### src/rtl/softmax_pkg.sv
// Shared types and constants for softmax_stream: FSM state encoding and the
// 64-entry 2^(-d/4) exponent table.
package softmax_pkg;

  typedef enum logic [1:0] {
    S_LOAD = 2'd0,
    S_EXP  = 2'd1,
    S_DIV  = 2'd2,
    S_OUT  = 2'd3
  } state_t;

  localparam int EXP_W = 16;

  // floor(65535 * 2^(-d/4)): floor((65535 * 2^(-r/4)) >> q) with d = 4q + r
  // is exact, so only the four fractional bases need storing.
  function automatic logic [EXP_W-1:0] exp_lut(input logic [5:0] d);
    logic [EXP_W-1:0] base;
    case (d[1:0])
      2'd0:    base = EXP_W'(65535);
      2'd1:    base = EXP_W'(55108);
      2'd2:    base = EXP_W'(46340);
      default: base = EXP_W'(38967);
    endcase
    return base >> d[5:2];
  endfunction

endpackage

### src/rtl/softmax_div.sv
// Sequential restoring divider producing floor((dividend << OUT_W) / divisor),
// one quotient bit per cycle, saturated to OUT_W bits.
module softmax_div #(
  parameter int DIVD_W = 16,
  parameter int DIVS_W = 18,
  parameter int OUT_W  = 16
) (
  input  logic              aclk,
  input  logic              rst_n,
  input  logic              i_start,
  input  logic [DIVD_W-1:0] i_dividend,
  input  logic [DIVS_W-1:0] i_divisor,
  output logic              o_busy,
  output logic              o_done,
  output logic [OUT_W-1:0]  o_quot
);

  localparam int CNT_W = $clog2(OUT_W + 1);

  logic [DIVS_W:0]    r_rem;
  logic [OUT_W:0]     r_quo;
  logic [CNT_W-1:0]   r_cnt;
  logic               r_busy;
  logic               w_ge;
  logic [DIVS_W:0]    w_rem_sub;
  logic [OUT_W:0]     w_quo_nxt;

  // The caller guarantees dividend <= divisor (and a stable divisor while
  // busy), so the quotient fits in OUT_W+1 bits and the first step needs no
  // shift.
  assign w_ge      = r_rem >= {1'b0, i_divisor};
  assign w_rem_sub = w_ge ? (r_rem - {1'b0, i_divisor}) : r_rem;
  assign w_quo_nxt = {r_quo[OUT_W-1:0], w_ge};

  assign o_busy = r_busy;
  assign o_done = r_busy && (r_cnt == '0);
  assign o_quot = w_quo_nxt[OUT_W] ? '1 : w_quo_nxt[OUT_W-1:0];

  always_ff @(posedge aclk) begin
    if (!rst_n) begin
      r_rem  <= '0;
      r_quo  <= '0;
      r_cnt  <= '0;
      r_busy <= 1'b0;
    end else if (i_start) begin
      r_rem  <= (DIVS_W + 1)'(i_dividend);
      r_quo  <= '0;
      r_cnt  <= CNT_W'(OUT_W);
      r_busy <= 1'b1;
    end else if (r_busy) begin
      r_rem <= {w_rem_sub[DIVS_W-1:0], 1'b0};
      r_quo <= w_quo_nxt;
      r_cnt <= r_cnt - CNT_W'(1);
      if (r_cnt == '0) r_busy <= 1'b0;
    end
  end

endmodule

### src/rtl/softmax_stream.sv
// Streaming softmax with argmax. Define SOFTMAX_STREAM_PROB_EN to build the
// exp/divide probability path; without it only max_ID is produced.
//   state | meaning
//   LOAD  | accept NUM_CLASS elements, track running max/argmax
//   EXP   | one element per cycle: e = 2^(-(max-x)/4), accumulate sum
//   DIV   | divide current e by sum
//   OUT   | present probability until downstream accepts
module softmax_stream
  import softmax_pkg::*;
#(
  parameter int   DATA_W    = 8,
  parameter int   NUM_CLASS = 10,
  parameter int   OUT_W     = 16,
  localparam int  ID_W      = $clog2(NUM_CLASS)
) (
  input  logic                     aclk,
  input  logic                     rst_n,
  input  logic signed [DATA_W-1:0] s_axis_softmax_tdata,
  input  logic                     s_axis_softmax_tvalid,
  output logic                     s_axis_softmax_tready,
  output logic [OUT_W-1:0]         m_axis_dout_tdata,
  output logic                     m_axis_dout_tvalid,
  input  logic                     m_axis_dout_tready,
  output logic                     m_axis_dout_tlast,
  output logic [ID_W-1:0]          max_ID,
  output logic                     max_ID_valid
);

  localparam logic [ID_W-1:0] LAST_IDX = ID_W'(NUM_CLASS - 1);

  state_t                    r_state;
  state_t                    w_state_nxt;
  logic [ID_W-1:0]           r_cnt;
  logic signed [DATA_W-1:0]  r_max;
  logic [ID_W-1:0]           r_arg;
  logic signed [DATA_W-1:0]  w_max_nxt;
  logic [ID_W-1:0]           w_arg_nxt;
  logic [ID_W-1:0]           r_max_id;
  logic                      r_max_id_vld;
  logic                      r_tready;
  logic                      w_in_hs;
  logic                      w_out_hs;
  logic                      w_exp_step;
  logic                      w_last_cnt;

  assign w_in_hs    = s_axis_softmax_tvalid && r_tready;
  assign w_out_hs   = (r_state == S_OUT) && m_axis_dout_tready;
  assign w_last_cnt = (r_cnt == LAST_IDX);

  assign s_axis_softmax_tready = r_tready;
  assign max_ID                = r_max_id;
  assign max_ID_valid          = r_max_id_vld;

  // First element seeds the max; strict compare keeps the lowest index on ties.
  always_comb begin
    w_max_nxt = r_max;
    w_arg_nxt = r_arg;
    if ((r_cnt == '0) || (s_axis_softmax_tdata > r_max)) begin
      w_max_nxt = s_axis_softmax_tdata;
      w_arg_nxt = r_cnt;
    end
  end

`ifdef SOFTMAX_STREAM_PROB_EN
  localparam int SUM_W = EXP_W + ID_W;
  localparam int BUF_W = (DATA_W > EXP_W) ? DATA_W : EXP_W;

  logic [BUF_W-1:0]          r_buf [NUM_CLASS];
  logic signed [DATA_W-1:0]  w_x;
  logic [DATA_W:0]           w_d;
  logic [EXP_W-1:0]          w_e;
  logic [SUM_W-1:0]          r_acc;
  logic [ID_W-1:0]           w_div_idx;
  logic                      w_div_start;
  logic                      w_div_busy;
  logic                      w_div_done;
  logic [OUT_W-1:0]          w_div_quot;
  logic [OUT_W-1:0]          r_tdata;
  logic                      r_tlast;

  assign w_x = r_buf[r_cnt][DATA_W-1:0];
  assign w_d = {r_max[DATA_W-1], r_max} - {w_x[DATA_W-1], w_x};
  assign w_e = (w_d[DATA_W:6] == '0) ? exp_lut(w_d[5:0]) : '0;

  // Element 0 is fetched while EXP finishes; later ones on each output handshake.
  assign w_div_idx = (r_state == S_EXP) ? '0 : (r_cnt + ID_W'(1));

  softmax_div #(
    .DIVD_W (EXP_W),
    .DIVS_W (SUM_W),
    .OUT_W  (OUT_W)
  ) u_div (
    .aclk       (aclk),
    .rst_n      (rst_n),
    .i_start    (w_div_start),
    .i_dividend (r_buf[w_div_idx][EXP_W-1:0]),
    .i_divisor  (r_acc),
    .o_busy     (w_div_busy),
    .o_done     (w_div_done),
    .o_quot     (w_div_quot)
  );

  assign m_axis_dout_tvalid = (r_state == S_OUT);
  assign m_axis_dout_tdata  = r_tdata;
  assign m_axis_dout_tlast  = r_tlast;

  always_ff @(posedge aclk) begin
    if (w_in_hs) begin
      r_buf[r_cnt] <= BUF_W'(s_axis_softmax_tdata);
    end else if (r_state == S_EXP) begin
      r_buf[r_cnt] <= BUF_W'(w_e);
    end
  end

  always_ff @(posedge aclk) begin
    if (!rst_n) begin
      r_acc   <= '0;
      r_tdata <= '0;
      r_tlast <= 1'b0;
    end else begin
      if (w_in_hs && w_last_cnt) begin
        r_acc <= '0;
      end else if (w_exp_step) begin
        r_acc <= r_acc + SUM_W'(w_e);
      end
      if ((r_state == S_DIV) && w_div_done) begin
        r_tdata <= w_div_quot;
        r_tlast <= w_last_cnt;
      end
    end
  end
`else
  assign m_axis_dout_tvalid = 1'b0;
  assign m_axis_dout_tdata  = '0;
  assign m_axis_dout_tlast  = 1'b0;
`endif

  always_comb begin
    w_state_nxt = r_state;
    w_exp_step  = 1'b0;
`ifdef SOFTMAX_STREAM_PROB_EN
    w_div_start = 1'b0;
`endif
    case (r_state)
      S_LOAD: if (w_in_hs && w_last_cnt) w_state_nxt = S_EXP;
`ifdef SOFTMAX_STREAM_PROB_EN
      S_EXP: begin
        w_exp_step = 1'b1;
        if (w_last_cnt) begin
          w_state_nxt = S_DIV;
          w_div_start = !w_div_busy;
        end
      end
      S_DIV: if (w_div_done) w_state_nxt = S_OUT;
      S_OUT: begin
        if (w_out_hs) begin
          if (w_last_cnt) begin
            w_state_nxt = S_LOAD;
          end else begin
            w_state_nxt = S_DIV;
            w_div_start = !w_div_busy;
          end
        end
      end
`else
      S_EXP, S_DIV, S_OUT: w_state_nxt = S_LOAD;
`endif
      default: w_state_nxt = S_LOAD;
    endcase
  end

  always_ff @(posedge aclk) begin
    if (!rst_n) begin
      r_state      <= S_LOAD;
      r_cnt        <= '0;
      r_max        <= '0;
      r_arg        <= '0;
      r_max_id     <= '0;
      r_max_id_vld <= 1'b0;
      r_tready     <= 1'b0;
    end else begin
      r_state  <= w_state_nxt;
      r_tready <= (w_state_nxt == S_LOAD);
      if (w_in_hs || w_exp_step || w_out_hs) begin
        r_cnt <= w_last_cnt ? '0 : (r_cnt + ID_W'(1));
      end
      if (w_in_hs) begin
        r_max <= w_max_nxt;
        r_arg <= w_arg_nxt;
        if (w_last_cnt) begin
          r_max_id     <= w_arg_nxt;
          r_max_id_vld <= 1'b1;
        end
      end
    end
  end

endmodule

### config.mk
export PLATFORM = sky130hd
export DESIGN_NAME = softmax_stream
export DESIGN_NICKNAME = d
export VERILOG_FILES = /design/src/rtl/softmax_pkg.sv /design/src/rtl/softmax_div.sv /design/src/rtl/softmax_stream.sv
export SDC_FILE = /design/constraint.sdc
export NUM_CORES = 1
export LEC_CHECK = 0
export ABC_CLOCK_PERIOD_IN_PS = 1900
export CORE_ASPECT_RATIO = 0.9
export CORE_MARGIN = 2
export CORE_UTILIZATION = 43
export DETAILED_ROUTE_END_ITERATION = 6
export PLACE_DENSITY = 0.8
export SYNTH_ARGS = -nofsm -noshare
export SYNTH_HDL_FRONTEND = slang
export SYNTH_SLANG_ARGS = --single-unit
export TNS_END_PERCENT = 50
### constraint.sdc
create_clock -name aclk -period 1.9 [get_ports aclk]
set_input_delay 0.475 -clock aclk [delete_from_list [all_inputs] [get_ports aclk]]
set_output_delay 0.475 -clock aclk [all_outputs]
set_load 0.1 [all_outputs]
# After elaboration in Yosys (flattened, before gate mapping)
# Cells that the tools add are included.
# word_totals
ff_bits	24
inputBits	12
out_inout_bits	24
elab_cells	28
# classes
add_sub_neg	1
order_cmp	1
eq_ne	4
n_mux	4
reduce_logical	11
# op_table
operator	n
$gt A8 B8 Y1	1
$mux W4	2
$add A4 B1 Y4 const B	1
$eq A2 B2 Y1 const B	2
$eq A4 B4 Y1 const B	1
$logic_not A2 Y1	2
$logic_not A4 Y1	1
$pmux W2 S2	1
$reduce_and A2 Y1	2
$logic_and A1 B1 Y1	3
$reduce_or A3 Y1	1
$eq A2 B1 Y1 const B	1
$logic_or A1 B1 Y1	2
$mux W2	1

# Logic depth before layout (Yosys ltp)
# depth
word_depth	5
ltp_mapped	8
mapped_depth_nobuf	7

# Worst setup path before layout
# OpenSTA, ideal clock, no wires.
# synth_timing
kind	register -> register
startpoint	reg r_tready, in the netlist s_axis_softmax_tready
endpoint	reg r_max_id[1], in the netlist max_ID[1]
setup_ns	0.070
arrival_time_ns	2.004
t_required_ns	1.830
setup_slack_ns	-0.174
path_stages_with_launch	6
n_path_buf	0
synth_period_minus_slack_ns	2.074
cell_sequence	dfxtp_1 nand3_1 or3_4 nor3_1 nand3_1 a21boi_1
# synth_via
elab_chain_cells	2
# synth_rtl
item	line	rtl
start: declaration	softmax_stream.sv:40	logic r_tready;
start signal: assignment	softmax_stream.sv:183	r_tready <= (w_state_nxt == S_LOAD);
$logic_and A1 B1 Y1	softmax_stream.sv:46	assign w_in_hs = s_axis_softmax_tvalid && r_tready;
$reduce_and A2 Y1 (no source line)	-	
end signal: assignment	softmax_stream.sv:191	r_max_id <= w_arg_nxt;
end: declaration	softmax_stream.sv:38	logic [ID_W-1:0] r_max_id;
# No other way between the ends.
# A chain may end at the register's enable or synchronous reset.

# Final worst setup path
# layout_timing
startpoint	in s_axis_softmax_tdata[2]
endpoint	reg r_max[6]
# layout_via
elab_chain_cells	3
# layout_rtl
item	line	rtl
start: declaration	softmax_stream.sv:18	input logic signed [DATA_W-1:0] s_axis_softmax_tdata,
$gt A8 B8 Y1	softmax_stream.sv:58	if ((r_cnt == '0) || (s_axis_softmax_tdata > r_max)) begin
$logic_or A1 B1 Y1	softmax_stream.sv:58	
$reduce_and A2 Y1 (no source line)	-	
end signal: assignment	softmax_stream.sv:188	r_max <= w_max_nxt;
end: declaration	softmax_stream.sv:34	logic signed [DATA_W-1:0] r_max;
# No other way between the ends.

==> flow_metrics.tcl <==
set metrics [dict create \
    status "complete, no violations" \
    ys_seq_area_share_pct 35.3 \
    r2r-end "r_max[6]$_SDFFE_PN0P_" \
    cts_buffers 3 \
    synth-edff-count 0 \
    fin_nets 202 \
    grt_remaining_overflow 0 \
    p_per_area_mw_per_mm2 654 \
    wl_met1_um 1150 \
    worst-setup-path-type "in2reg" \
    post_drt_wl_per_cell_um 10.6 \
    required_ps 2140 \
    area_growth_pct 31.4 \
    top_layer "met4" \
    ios 36 \
    wl_um 2370 \
    cap_viol_max_count 0 \
    synth_area_per_cell_um2 9.01 \
    antenna_found_initial 0 \
    end_kind "flop" \
    start_kind "input pin" \
    synth_top_area_share_pct 35.3 \
    yosys_warnings 0 \
    netlist_instances 151 \
    seq_area_um2 487 \
    antenna_cells 0 \
    yosys-top-cells-area "dfxtp_1, buf_4, nand2_1" \
    total_power_mw 1.17 \
    die_area_mm2 0.00363 \
    core-area_mm2 0.00304 \
    grt_setup_unrepaired "yes" \
    reg2reg_depth 9 \
    drv_slew 0 \
    hold_viol 0 \
    synth_area_mm2 0.00136 \
    setup_viol_count_final 0 \
    cts-root-buf "clkbuf_4" \
    met3_length_um 89 \
    synthDistinctLibCells 39 \
    slowest_delay_ps 300 \
    fin_area_mm2 0.00179 \
    ir_drop_mv 0.313 \
    layout_min_cycle_time_ps 1880 \
    worstReg2RegStart "r_max[1]$_SDFFE_PN0P_" \
    cts_tree "built" \
    ys_async_sr_fraction_pct 0 \
    vias_per_cell 4.47 \
    synth.most_common_cell "nand2_1" \
    clock-sinks 24 \
    port_buffers 17 \
    drtAntennaViolNets 0 \
    path_clk_slew_ps 130 \
    hold_path_class "in2reg" \
    leakage_nw 0.695 \
    dpl_cell_area_mm2 0.00164 \
    crit_start "s_axis_softmax_tdata[2]" \
    drive_above_1_share_pct 27.6 \
    arrival_ps 2120 \
    place_hpwl_um 1620 \
    clock_skew_ps 0.908 \
    setup-tns-final_ps 0 \
    multi_input_area_um2 808 \
    rrSetupSlack_ps 50 \
    grt_usage_pct 14.3 \
    cts_buffer_depth 2 \
    h-tree-depth 1 \
    fmax_mhz 532 \
    num_rows 19 \
    clk_latency_ps 310 \
    critPathMaxFanout 5 \
    synth-seq-cells 24 \
    grt_max_degree 36 \
    detail_route.drc_violations 0 \
    synth_top_area_cell "dfxtp_1" \
    vias 996 \
    fin_crit_sh_pct 99.0 \
    crit_path_end "r_max[6]$_SDFFE_PN0P_" \
    crit_chain "dlygate4sd2_1 > ha_4 > a21oi_1 > a211oi_2 > o21ai_4 > a21oi_4 > buf_6 > buf_12 > mux2i_2" \
    final_util_pct 58.7 \
    synth_commonest_cells "nand2_1, dfxtp_1, buf_4" \
    dr.pass1.iters 4 \
    synth_flop_cell "dfxtp_1" \
    first_global_vias 899 \
    routabilityCongestion 0.731 \
    dr.first_iter.drc_count 31 \
    start_util_pct 44.7 \
    wl_met2_um 1110 \
    num-fill-cells 276 \
    fp.dieW_um 63.3 \
    cp_slowest_cell "a211oi_2" \
    die_h_um 57.4 \
    grt_pass1_wl_um 4060 \
]
[worst min-delay path by stage]
stage	cells after the start	to	start	slack (ps)
after global placement	1	r_state[0]$_SDFF_PN0_	r_state[1]$_SDFF_PN0_	440
after floorplan	1	r_state[0]$_SDFF_PN0_	r_state[1]$_SDFF_PN0_	420
after detailed placement	1	r_state[0]$_SDFF_PN0_	r_state[0]$_SDFF_PN0_	440
after CTS	1	r_state[0]$_SDFF_PN0_	r_state[0]$_SDFF_PN0_	460
final	3	r_max[7]$_SDFFE_PN0P_	s_axis_softmax_tdata[7]	420
after global routing	3	r_max[7]$_SDFFE_PN0P_	s_axis_softmax_tdata[7]	420
[kinds of logic (layout without fill, tap and decap cells)]
group	after synthesis	count (layout)	synth area share, %
xor+xnor	1	1	0.644
flops	24	24	35.3
fa+ha+maj	8	8	7.36
other cells	1	19	0.276
compound gates	19	19	12.7
buf+inv	34	46	16.1
simple gates	53	53	19.4
mux	11	11	8.19
[placed cells by master (no fill, tap or decap), types with 3 or more instances in the layout]
cell type and count:
nand2_1 27, conb_1 19, dfxtp_1 19, buf_4 11, mux2i_1 9, buf_12 8, inv_1 6, nand3_1 6
ha_4 5, dfxtp_2 5, inv_2 4, dlygate4sd2_1 4, nor2_1 3, ha_1 3, clkbuf_4 3, clkdlybuf4s50_1 3
clkdlybuf4s15_1 3
[registers in the layout, summed over array words and instances, names as in the netlist]
register / flops
r_max: 8
max_ID: 4
r_arg: 4
r_cnt: 4
r_state: 2
max_ID_valid: 1
s_axis_softmax_tready: 1
[per-stage QoR]
step           hold slack [ps]  std cells  worst slack, ps
5_1_grt                    417        223            -60.8
3_3_place_gp               436        215             -453
4_1_cts                    462        223             20.6
2_1_floorplan              421        169             34.8
3_5_place_dp               444        215             -504
6_report                   417        223             19.0
[critical path, delay by kind of cell]
family                     cells  cell delay [ps]
muxes                          1              190
AOI/OAI and AO/OA              4              660
adders and majority gates      1              280
buffers and inverters          3              510
[routing by layer]
layer  vias up  global-route usage (%)
li1        536                       -
met4         0                    2.80
met2        19                    23.7
met3         2                    4.73
met5         -                       0
met1       439                    18.5
[what timing repair did]
| item | 4_1_cts | 5_1_grt |
|---|---|---|
| cloned | 1 | 0 |
| gates resized for setup | 15 | 17 |
| setup buffers | 3 | 1 |
| endpoints found under the setup margin | 16 | 16 |
| hold buffers | 0 | 0 |
| pin swaps | 11 | 8 |
[power by group]
group / total, mW / switching (mW) / internal [mW]
registers: 0.532 / 0.0124 / 0.519
logic: 0.370 / 0.255 / 0.115
clock network: 0.267 / 0.150 / 0.117
[layout make-up]
class                           instances  area share (%)
Multi-Input combinational cell        111            45.2
Sequential cell                        24            27.2
Timing Repair Buffer                   32            20.4
Tap cell                               42            2.94
Inverter                               10            2.10
Clock buffer                            4            2.03
Note: power is estimated with default switching activity, not from simulation.
